--- config.mk ---
export PLATFORM = sky130hd
export DESIGN_NAME = pipe_ctl_flat
export DESIGN_NICKNAME = d
export VERILOG_FILES = /design/src/rtl/pipe_ctl_if.sv /design/src/rtl/pipe_ctl.sv /design/src/flat_wrapper.sv
export SDC_FILE = /design/constraint.sdc
export NUM_CORES = 1
export LEC_CHECK = 0
export CORE_AREA = 2 2 63 65
export DETAILED_ROUTE_END_ITERATION = 10
export DIE_AREA = 0 0 65 67
export MAX_ROUTING_LAYER = met4
export PLACE_DENSITY_LB_ADDON = 0.05
export SETUP_SLACK_MARGIN = 0.4
export SYNTH_ARGS = -nofsm -noshare
export SYNTH_HDL_FRONTEND = slang
export SYNTH_SLANG_ARGS = --single-unit
--- constraint.sdc ---
create_clock -name clk -period 4.7 [get_ports clk]
set_input_delay 0.705 -clock clk [delete_from_list [all_inputs] [get_ports clk]]
set_output_delay 0.705 -clock clk [all_outputs]
set_load 0.01 [all_outputs]
--- src/rtl/pipe_ctl_if.sv ---
// rtl/pipe_ctl_if.sv - ID instruction, halt request and stage control lines between datapath and pipe_ctl
// Optional statistics outputs appear when PIPE_CTL_STATS_EN is defined.
interface pipe_ctl_if;
  logic [31:0] id_ir;
  logic        halt_req;
  logic        reg_dst;
  logic        alu_src;
  logic        mem_read;
  logic        mem_write;
  logic        mem_to_reg;
  logic        wb_write_enb;
  logic        pc_write;
  logic        id_write;
  logic        ex_bubble;
  logic        stall;
  logic        halted;
  logic        illegal;
`ifdef PIPE_CTL_STATS_EN
  logic [31:0] stall_count;
  logic [31:0] retire_count;

  modport master (
    output id_ir, halt_req,
    input  reg_dst, alu_src, mem_read, mem_write, mem_to_reg, wb_write_enb,
    input  pc_write, id_write, ex_bubble, stall, halted, illegal,
    input  stall_count, retire_count
  );

  modport slave (
    input  id_ir, halt_req,
    output reg_dst, alu_src, mem_read, mem_write, mem_to_reg, wb_write_enb,
    output pc_write, id_write, ex_bubble, stall, halted, illegal,
    output stall_count, retire_count
  );
`else
  modport master (
    output id_ir, halt_req,
    input  reg_dst, alu_src, mem_read, mem_write, mem_to_reg, wb_write_enb,
    input  pc_write, id_write, ex_bubble, stall, halted, illegal
  );

  modport slave (
    input  id_ir, halt_req,
    output reg_dst, alu_src, mem_read, mem_write, mem_to_reg, wb_write_enb,
    output pc_write, id_write, ex_bubble, stall, halted, illegal
  );
`endif
endinterface

--- src/rtl/pipe_ctl.sv ---
// rtl/pipe_ctl.sv - five-stage pipeline control decode, shadow control pipe, RAW hazard stall and halt/drain FSM
// Define PIPE_CTL_STATS_EN to add stall_count / retire_count outputs.
module pipe_ctl #(
  parameter int unsigned DRAIN_CYCLES = 3
) (
  input  logic       clk,
  input  logic       clear,
  pipe_ctl_if.slave  bus
);

  localparam int CW = (DRAIN_CYCLES > 1) ? $clog2(DRAIN_CYCLES) : 1;

  typedef enum logic [1:0] {
    S_RUN    = 2'd0,
    S_DRAIN  = 2'd1,
    S_HALTED = 2'd2
  } state_t;

  typedef struct packed {
    logic       valid;
    logic       regwrite;
    logic [4:0] dest;
    logic       alusrc;
    logic       memread;
    logic       memwrite;
    logic       memtoreg;
  } ctl_t;

  localparam logic [5:0] OP_LW = 6'b100011;
  localparam logic [5:0] OP_SW = 6'b101011;
  localparam logic [5:0] OP_R  = 6'b000000;

  state_t        r_state;
  state_t        w_next_state;
  logic [CW-1:0] r_cnt;
  logic [CW-1:0] w_next_cnt;
  ctl_t          r_ex;
  ctl_t          r_mem;
  ctl_t          r_wb;

  ctl_t          w_dec;
  logic          w_use_rs;
  logic          w_use_rt;
  logic          w_reg_dst;
  logic          w_illegal;
  logic          w_hazard;
  logic          w_pc_write;
  logic          w_id_write;
  logic          w_ex_bubble;
  logic          w_stall;
  logic          w_halted;

  logic [5:0]    w_op;
  logic [4:0]    w_rs;
  logic [4:0]    w_rt;
  logic [4:0]    w_rd;
  logic          w_unused;

  assign w_op     = bus.id_ir[31:26];
  assign w_rs     = bus.id_ir[25:21];
  assign w_rt     = bus.id_ir[20:16];
  assign w_rd     = bus.id_ir[15:11];
  assign w_unused = ^bus.id_ir[10:0];

  always_comb begin
    w_dec     = '0;
    w_use_rs  = 1'b0;
    w_use_rt  = 1'b0;
    w_reg_dst = 1'b0;
    w_illegal = 1'b0;
    case (w_op)
      OP_LW: begin
        w_dec.valid    = 1'b1;
        w_dec.regwrite = 1'b1;
        w_dec.dest     = w_rt;
        w_dec.alusrc   = 1'b1;
        w_dec.memread  = 1'b1;
        w_dec.memtoreg = 1'b1;
        w_use_rs       = 1'b1;
      end
      OP_SW: begin
        w_dec.valid    = 1'b1;
        w_dec.alusrc   = 1'b1;
        w_dec.memwrite = 1'b1;
        w_use_rs       = 1'b1;
        w_use_rt       = 1'b1;
      end
      OP_R: begin
        w_dec.valid    = 1'b1;
        w_dec.regwrite = (w_rd != 5'd0);
        w_dec.dest     = w_rd;
        w_reg_dst      = 1'b1;
        w_use_rs       = 1'b1;
        w_use_rt       = 1'b1;
      end
      default: w_illegal = 1'b1;
    endcase
  end

  function automatic logic src_hit(input logic [4:0] src, input logic used, input ctl_t s);
    return used && (src != 5'd0) && s.regwrite && (s.dest == src);
  endfunction

  // WB is not checked: the register file writes on the falling edge, so ID already sees it.
  assign w_hazard = src_hit(w_rs, w_use_rs, r_ex)  | src_hit(w_rt, w_use_rt, r_ex) |
                    src_hit(w_rs, w_use_rs, r_mem) | src_hit(w_rt, w_use_rt, r_mem);

  always_ff @(posedge clk) begin
    if (clear) begin
      r_state <= S_RUN;
      r_cnt   <= '0;
      r_ex    <= '0;
      r_mem   <= '0;
      r_wb    <= '0;
    end else begin
      r_state <= w_next_state;
      r_cnt   <= w_next_cnt;
      r_ex    <= w_ex_bubble ? ctl_t'('0) : w_dec;
      r_mem   <= r_ex;
      r_wb    <= r_mem;
    end
  end

  always_comb begin
    w_next_state = r_state;
    w_next_cnt   = r_cnt;
    w_pc_write   = 1'b1;
    w_id_write   = 1'b1;
    w_ex_bubble  = 1'b0;
    w_stall      = 1'b0;
    w_halted     = 1'b0;
    case (r_state)
      S_RUN: begin
        w_pc_write  = ~w_hazard;
        w_id_write  = ~w_hazard;
        w_ex_bubble = w_hazard;
        w_stall     = w_hazard;
        if (bus.halt_req && !w_hazard) begin
          w_next_state = S_DRAIN;
          w_next_cnt   = '0;
        end
      end
      S_DRAIN: begin
        w_pc_write  = 1'b0;
        w_id_write  = 1'b0;
        w_ex_bubble = 1'b1;
        w_next_cnt  = r_cnt + CW'(1);
        if (r_cnt == CW'(DRAIN_CYCLES - 1)) begin
          w_next_state = S_HALTED;
          w_next_cnt   = '0;
        end
      end
      S_HALTED: begin
        w_pc_write  = 1'b0;
        w_id_write  = 1'b0;
        w_ex_bubble = 1'b1;
        w_halted    = 1'b1;
        if (!bus.halt_req) begin
          w_next_state = S_RUN;
        end
      end
      default: w_next_state = S_RUN;
    endcase
  end

  assign bus.reg_dst      = w_reg_dst;
  assign bus.illegal      = w_illegal;
  assign bus.alu_src      = r_ex.alusrc;
  assign bus.mem_read     = r_mem.memread;
  assign bus.mem_write    = r_mem.memwrite;
  assign bus.mem_to_reg   = r_wb.memtoreg;
  assign bus.wb_write_enb = r_wb.regwrite;
  assign bus.pc_write     = w_pc_write;
  assign bus.id_write     = w_id_write;
  assign bus.ex_bubble    = w_ex_bubble;
  assign bus.stall        = w_stall;
  assign bus.halted       = w_halted;

`ifdef PIPE_CTL_STATS_EN
  logic [31:0] r_stall_count;
  logic [31:0] r_retire_count;

  always_ff @(posedge clk) begin
    if (clear) begin
      r_stall_count  <= '0;
      r_retire_count <= '0;
    end else begin
      if (w_stall)    r_stall_count  <= r_stall_count + 32'd1;
      if (r_wb.valid) r_retire_count <= r_retire_count + 32'd1;
    end
  end

  assign bus.stall_count  = r_stall_count;
  assign bus.retire_count = r_retire_count;
`endif

endmodule

--- src/flat_wrapper.sv ---
// flat-port wrapper written by rule: the top's interface ports become plain ports
module pipe_ctl_flat 
#(
  parameter int unsigned DRAIN_CYCLES = 3
)
  (clk, clear, bus_id_ir, bus_halt_req, bus_reg_dst, bus_alu_src, bus_mem_read, bus_mem_write, bus_mem_to_reg, bus_wb_write_enb, bus_pc_write, bus_id_write, bus_ex_bubble, bus_stall, bus_halted, bus_illegal);
  pipe_ctl_if bus_i ();
  input  logic clk;
  input  logic clear;
  input wire logic [$bits(bus_i.id_ir)-1:0] bus_id_ir;
  input wire logic [$bits(bus_i.halt_req)-1:0] bus_halt_req;
  output wire logic [$bits(bus_i.reg_dst)-1:0] bus_reg_dst;
  output wire logic [$bits(bus_i.alu_src)-1:0] bus_alu_src;
  output wire logic [$bits(bus_i.mem_read)-1:0] bus_mem_read;
  output wire logic [$bits(bus_i.mem_write)-1:0] bus_mem_write;
  output wire logic [$bits(bus_i.mem_to_reg)-1:0] bus_mem_to_reg;
  output wire logic [$bits(bus_i.wb_write_enb)-1:0] bus_wb_write_enb;
  output wire logic [$bits(bus_i.pc_write)-1:0] bus_pc_write;
  output wire logic [$bits(bus_i.id_write)-1:0] bus_id_write;
  output wire logic [$bits(bus_i.ex_bubble)-1:0] bus_ex_bubble;
  output wire logic [$bits(bus_i.stall)-1:0] bus_stall;
  output wire logic [$bits(bus_i.halted)-1:0] bus_halted;
  output wire logic [$bits(bus_i.illegal)-1:0] bus_illegal;
  assign bus_i.id_ir = bus_id_ir;
  assign bus_i.halt_req = bus_halt_req;
  assign bus_reg_dst = bus_i.reg_dst;
  assign bus_alu_src = bus_i.alu_src;
  assign bus_mem_read = bus_i.mem_read;
  assign bus_mem_write = bus_i.mem_write;
  assign bus_mem_to_reg = bus_i.mem_to_reg;
  assign bus_wb_write_enb = bus_i.wb_write_enb;
  assign bus_pc_write = bus_i.pc_write;
  assign bus_id_write = bus_i.id_write;
  assign bus_ex_bubble = bus_i.ex_bubble;
  assign bus_stall = bus_i.stall;
  assign bus_halted = bus_i.halted;
  assign bus_illegal = bus_i.illegal;
  pipe_ctl #(.DRAIN_CYCLES(DRAIN_CYCLES)) u_core (.clk(clk), .clear(clear), .bus(bus_i));
endmodule
## Yosys cells after proc, flatten, opt, wreduce, memory -nomap -nowiden

Cells that the tools add are included.

- Flip-flop bits (word level): 23
- Input port bits: 35
- Word-level logic and storage cells: 74

- $add $sub $neg: 1
- Equal/unequal tests: 12
- Mux-type cells: 19
- Bitwise logic cells: 4
- Reductions and logical operators: 25

Operator list:

| kind | count |
|---|---|
| == test 5 bit | 4 |
| nonzero test 5 bit | 3 |
| == test 6 bit, second input constant | 2 |
| one-hot mux 6 bit (2 select lines) | 1 |
| logical AND 1 bit | 11 |
| 2-to-1 mux 2 bit | 5 |
| 2-to-1 mux 1 bit | 9 |
| OR reduction 2 bit | 4 |
| logical NOT 6 bit | 1 |
| one-hot mux 2 bit (3 select lines) | 1 |
| == test 2 bit, second input constant | 2 |
| != test 2 x 1 -> 1 bit, second input constant | 2 |
| one-hot mux 1 bit (2 select lines) | 2 |
| one-hot mux 2 bit (2 select lines) | 1 |
| bitwise OR 1 bit | 3 |
| AND reduction 3 bit | 1 |
| OR reduction 3 bit | 1 |
| adder 2 x 1 -> 2 bit, second input constant | 1 |
| == test 2 x 1 -> 1 bit, second input constant | 1 |
| logical NOT 2 bit | 1 |
| != test 2 bit, second input constant | 1 |
| AND reduction 2 bit | 1 |
| nonzero test 2 bit | 1 |
| logical NOT 1 bit | 1 |
| NOT 1 bit | 1 |

## Logic depth before layout (Yosys ltp)

- Depth in word-level cells: 13
- Depth in mapped cells: 9

## Worst setup path before layout

Ideal clock, no wire load.

- Kind: input-to-output
- Start: input bus_id_ir[21]
- End: output bus_pc_write
- Arrival time: 2.161 ns
- Required time: 3.995 ns
- Slack: 1.834 ns
- Stages: 7
- Path buffers: 2
- Cells stage by stage: or4_1 > o21ai_0 > nor2_1 > a22o_1 > buf_6 > a21oi_1 > buf_4

- Longest elaborated chain between the ends: 9

Ends and longest elaborated chain:

| item | line | source |
|---|---|---|
| from (decl) | flat_wrapper.sv:10 | `input wire logic [$bits(bus_i.id_ir)-1:0] bus_id_ir;` |
| nonzero test 5 bit | pipe_ctl.sv:101 | `return used && (src != 5'd0) && s.regwrite && (s.dest == src);` |
| logical AND 1 bit (3 in series) | pipe_ctl.sv:101 |  |
| bitwise OR 1 bit | pipe_ctl.sv:105 | `assign w_hazard = src_hit(w_rs, w_use_rs, r_ex) \| src_hit(w_rt, w_use_rt, r_ex) \|` |
| bitwise OR 1 bit * | pipe_ctl.sv:105 |  |
| bitwise OR 1 bit * | pipe_ctl.sv:106 | `src_hit(w_rs, w_use_rs, r_mem) \| src_hit(w_rt, w_use_rt, r_mem);` |
| NOT 1 bit * | n/a |  |
| one-hot mux 1 bit (2 select lines) * | n/a |  |
| to (decl) | flat_wrapper.sv:18 | `output wire logic [$bits(bus_i.pc_write)-1:0] bus_pc_write;` |

Mark *: on every way between the ends. The rest lies on a longest branch, timed or not.

## Worst setup path in the final report

- Start: input bus_id_ir[21]
- End: output bus_id_write

- Longest elaborated chain between the ends: 9

Ends and longest elaborated chain:

| item | line | source |
|---|---|---|
| nonzero test 5 bit | pipe_ctl.sv:101 |  |
| logical AND 1 bit (3 in series) | pipe_ctl.sv:101 |  |
| bitwise OR 1 bit | pipe_ctl.sv:105 |  |
| bitwise OR 1 bit * | pipe_ctl.sv:105 |  |
| bitwise OR 1 bit * | pipe_ctl.sv:106 |  |
| NOT 1 bit * | pipe_ctl.sv:135 | `w_id_write = ~w_hazard;` |
| one-hot mux 1 bit (2 select lines) * | pipe_ctl.sv:132 | `case (r_state)` |
| to (decl) | flat_wrapper.sv:19 | `output wire logic [$bits(bus_i.id_write)-1:0] bus_id_write;` |

Marked as above.

==> flow_summary.toml <==
[run_status]
status = "completed"

[synth]
netlist_area_um2 = 1220
synth_cell_type_count = 32
synth_nets = 169
synth_seq_cells = 23
syn_inst = 130
yosysSeqAreaShare_pct = 37.6
synth.top_cell.area_share_pct = 37.6
syn_avg_cell_area_um2 = 9.42
yosysWarnings = 0
synth_top_cell_by_area = "dfxtp_1"
synth_area_leaders = "dfxtp_1, xnor2_1, nor3_2"

[layout]
largest_reg_flops = 8
layout-drive-gt1-share_pct = 9.09
fin_util_pct = 45.8
layoutNonFillerInstCount = 213
syn_to_final_growth_pct = 34.8
final_nets = 205
fin_area_um2 = 1650
num_antenna_cells = 0
regMostFlops = "u_core.r_ex"
top_regs = "u_core.r_ex x8, u_core.r_mem x6"

[timing]
fin_setup_tns_ns = 0
slew_headroom_pct = 27.2
holdWs_ns = 0.446
fmax_mhz = 266
skew_ns = 0.00690
worstMarginPinSlew_ns = 1.09
finalCritPeriodShare_pct = 80.1
slew_viol_final = 0
hold_viol_final = 0
setup_viol = 0
rsz0062_at_grt = "false"
period_minus_slack_ns = 3.76

[min_path]
hold_start = "u_core.r_ex[2]$_SDFF_PP0_"
hold_class = "flop to flop"

[worst_setup_path]
startpoint_type = "input port"
worstPathMaxFanout = 9
crit_required_ns = 3.99
r2r-start = "u_core.r_state[0]$_SDFFE_PP0P_"
critPathCaptureType = "output pin"
worstSetupPathType = "input port to output pin"
cp-startpoint = "bus_id_ir[21]"
worstPathArrival_ns = 3.06

[cts]
clkTransAtPathRegs_ns = 0.08
cts-resized-gates = 0
holdBufCountCts = 0
clockBufferDepth = 2
htreeDepth = 1
insertion_delay_ns = 0.27
numCtsBuffers = 3
cts_tree = "built"
cts_root_buffer = "clkbuf_8"
clock_sinks = 23
post-cts-setup-buffers = 0

[floorplan]
die-area_um2 = 4360
core_region_area_um2 = 3610
row_count = 22
fp.dieW_um = 65
die_y_um = 67
io_pins = 47
start_util_pct = 34.0

[placed_design]
placed_cells = 209
port-buffer-count = 35
dpl_cell_area_um2 = 1610
gp_congestion = 0.774
hpwl_um = 2140

[route]
wire_per_inst_um = 12.9
vias = 1013
top_layer_used = "met4"
met1Wirelength_um = 1350
drc = 0
dr.first_iter.drc_count = 26
drt-total-wl_um = 2750
wl_met3_um = 131
wl_met2_um = 1210
vias_per_cell = 4.76
antenna_left = 0
firstDrtPassIters = 4

[grt]
grt_pass1_wl_um = 4890
grt_overflow = 0
grt_max_degree = 25
first_global_vias = 1074
grtUsageTotal_pct = 15.2
antenna_found_initial = 0

[power_and_ir_drop]
power.leakage_nw = 0.560
p_per_area_nw_per_um2 = 269
vdd_drop_max_mv = 0.123

[run]
max_cap_viol_count = 0
==> critical path: stages <==
cell             delay [ns]
clkdlybuf4s50_1        0.47
or4_1                  0.56
o21ai_0                0.20
nor2_1                 0.06
a22o_1                 0.31
a21oi_1                0.19
clkdlybuf4s50_1        0.56
==> final timing paths <==
path,end,depth (start not counted),slack [ns]
setup reg to reg,u_core.r_ex[8]$_SDFF_PP0_,8,2.73
hold reg to reg,u_core.bus.mem_read$_SDFF_PP0_,1,0.45
setup / recovery,bus_id_write,7,0.94
hold / removal,u_core.bus.mem_read$_SDFF_PP0_,1,0.45
==> placed cells by master (no fill, tap or decap), types with 4 or more instances in the layout <==
cell type and n:
clkdlybuf4s50_1 35, dfxtp_1 23, xnor2_1 20, nor2b_1 12, nand2_1 8, nor3_2 8
nor2_1 6, a22oi_1 6, inv_1 4, o21ai_0 4, nand4_1 4, ha_1 4
==> kinds of logic (layout without fill, tap and decap cells) <==
logic type      count (synthesis)  after routing  synth area share (%)
simple gates                   50             50                  25.5
mux                             2              2                  1.74
compound gates                 22             22                  12.5
buf+inv                         9             44                  4.29
flops                          23             23                  37.6
fa+ha+maj                       4              4                  4.09
xor+xnor                       20             20                  14.3
==> per-layer routing <==
layer,track usage (%),vias up
met5,-,-
met4,8.24,0
met3,3.21,4
met2,23.3,28
met1,18.7,460
li1,-,521
==> report_power, final <==
| group | switching (W) | internal (W) |
|---|---|---|
| combinational | 0.0000591 | 0.0000563 |
| clock | 0.0000663 | 0.0000593 |
| sequential | 0.00000386 | 0.000199 |
==> metrics by stage <==
step           setup slack [ns]  total power, W
6_report                  0.936        0.000444
3_3_place_gp              0.956        0.000322
5_1_grt                   0.770        0.000474
4_1_cts                   0.918        0.000451
3_5_place_dp              0.928        0.000323
2_1_floorplan              1.83        0.000275
==> Yosys cell counts <==
library cell and n:
a21oi_1 3, a221oi_2 1, a22o_1 1, a22oi_1 6, and3_1 1, buf_4 1
buf_6 2, clkbuf_1 2, dfxtp_1 23, ha_1 4, inv_1 4, mux2_1 1
mux2i_1 1, nand2_1 8, nand2b_1 3, nand3_1 1, nand4_1 4, nor2_1 6
nor2b_1 12, nor3_1 2, nor3_2 8, nor4_1 1, nor4_2 1, o21ai_0 4
o21ai_1 2, o21ba_1 1, o22ai_1 2, o31ai_1 1, o41ai_1 1, or2_1 1
or4_1 2, xnor2_1 20
==> layout make-up <==
| type | count | area (um^2) |
|---|---|---|
| clock buffers | 3 | 41.3 |
| multi-input cells | 98 | 712 |
| flip-flops and latches | 23 | 460 |
| well taps | 48 | 60.1 |
| inverters | 4 | 15.0 |
| repair buffers | 36 | 358 |
| clock inverters | 1 | 5.00 |
| fillers | 365 | 1950 |
Power figures use the tool's default switching activity.
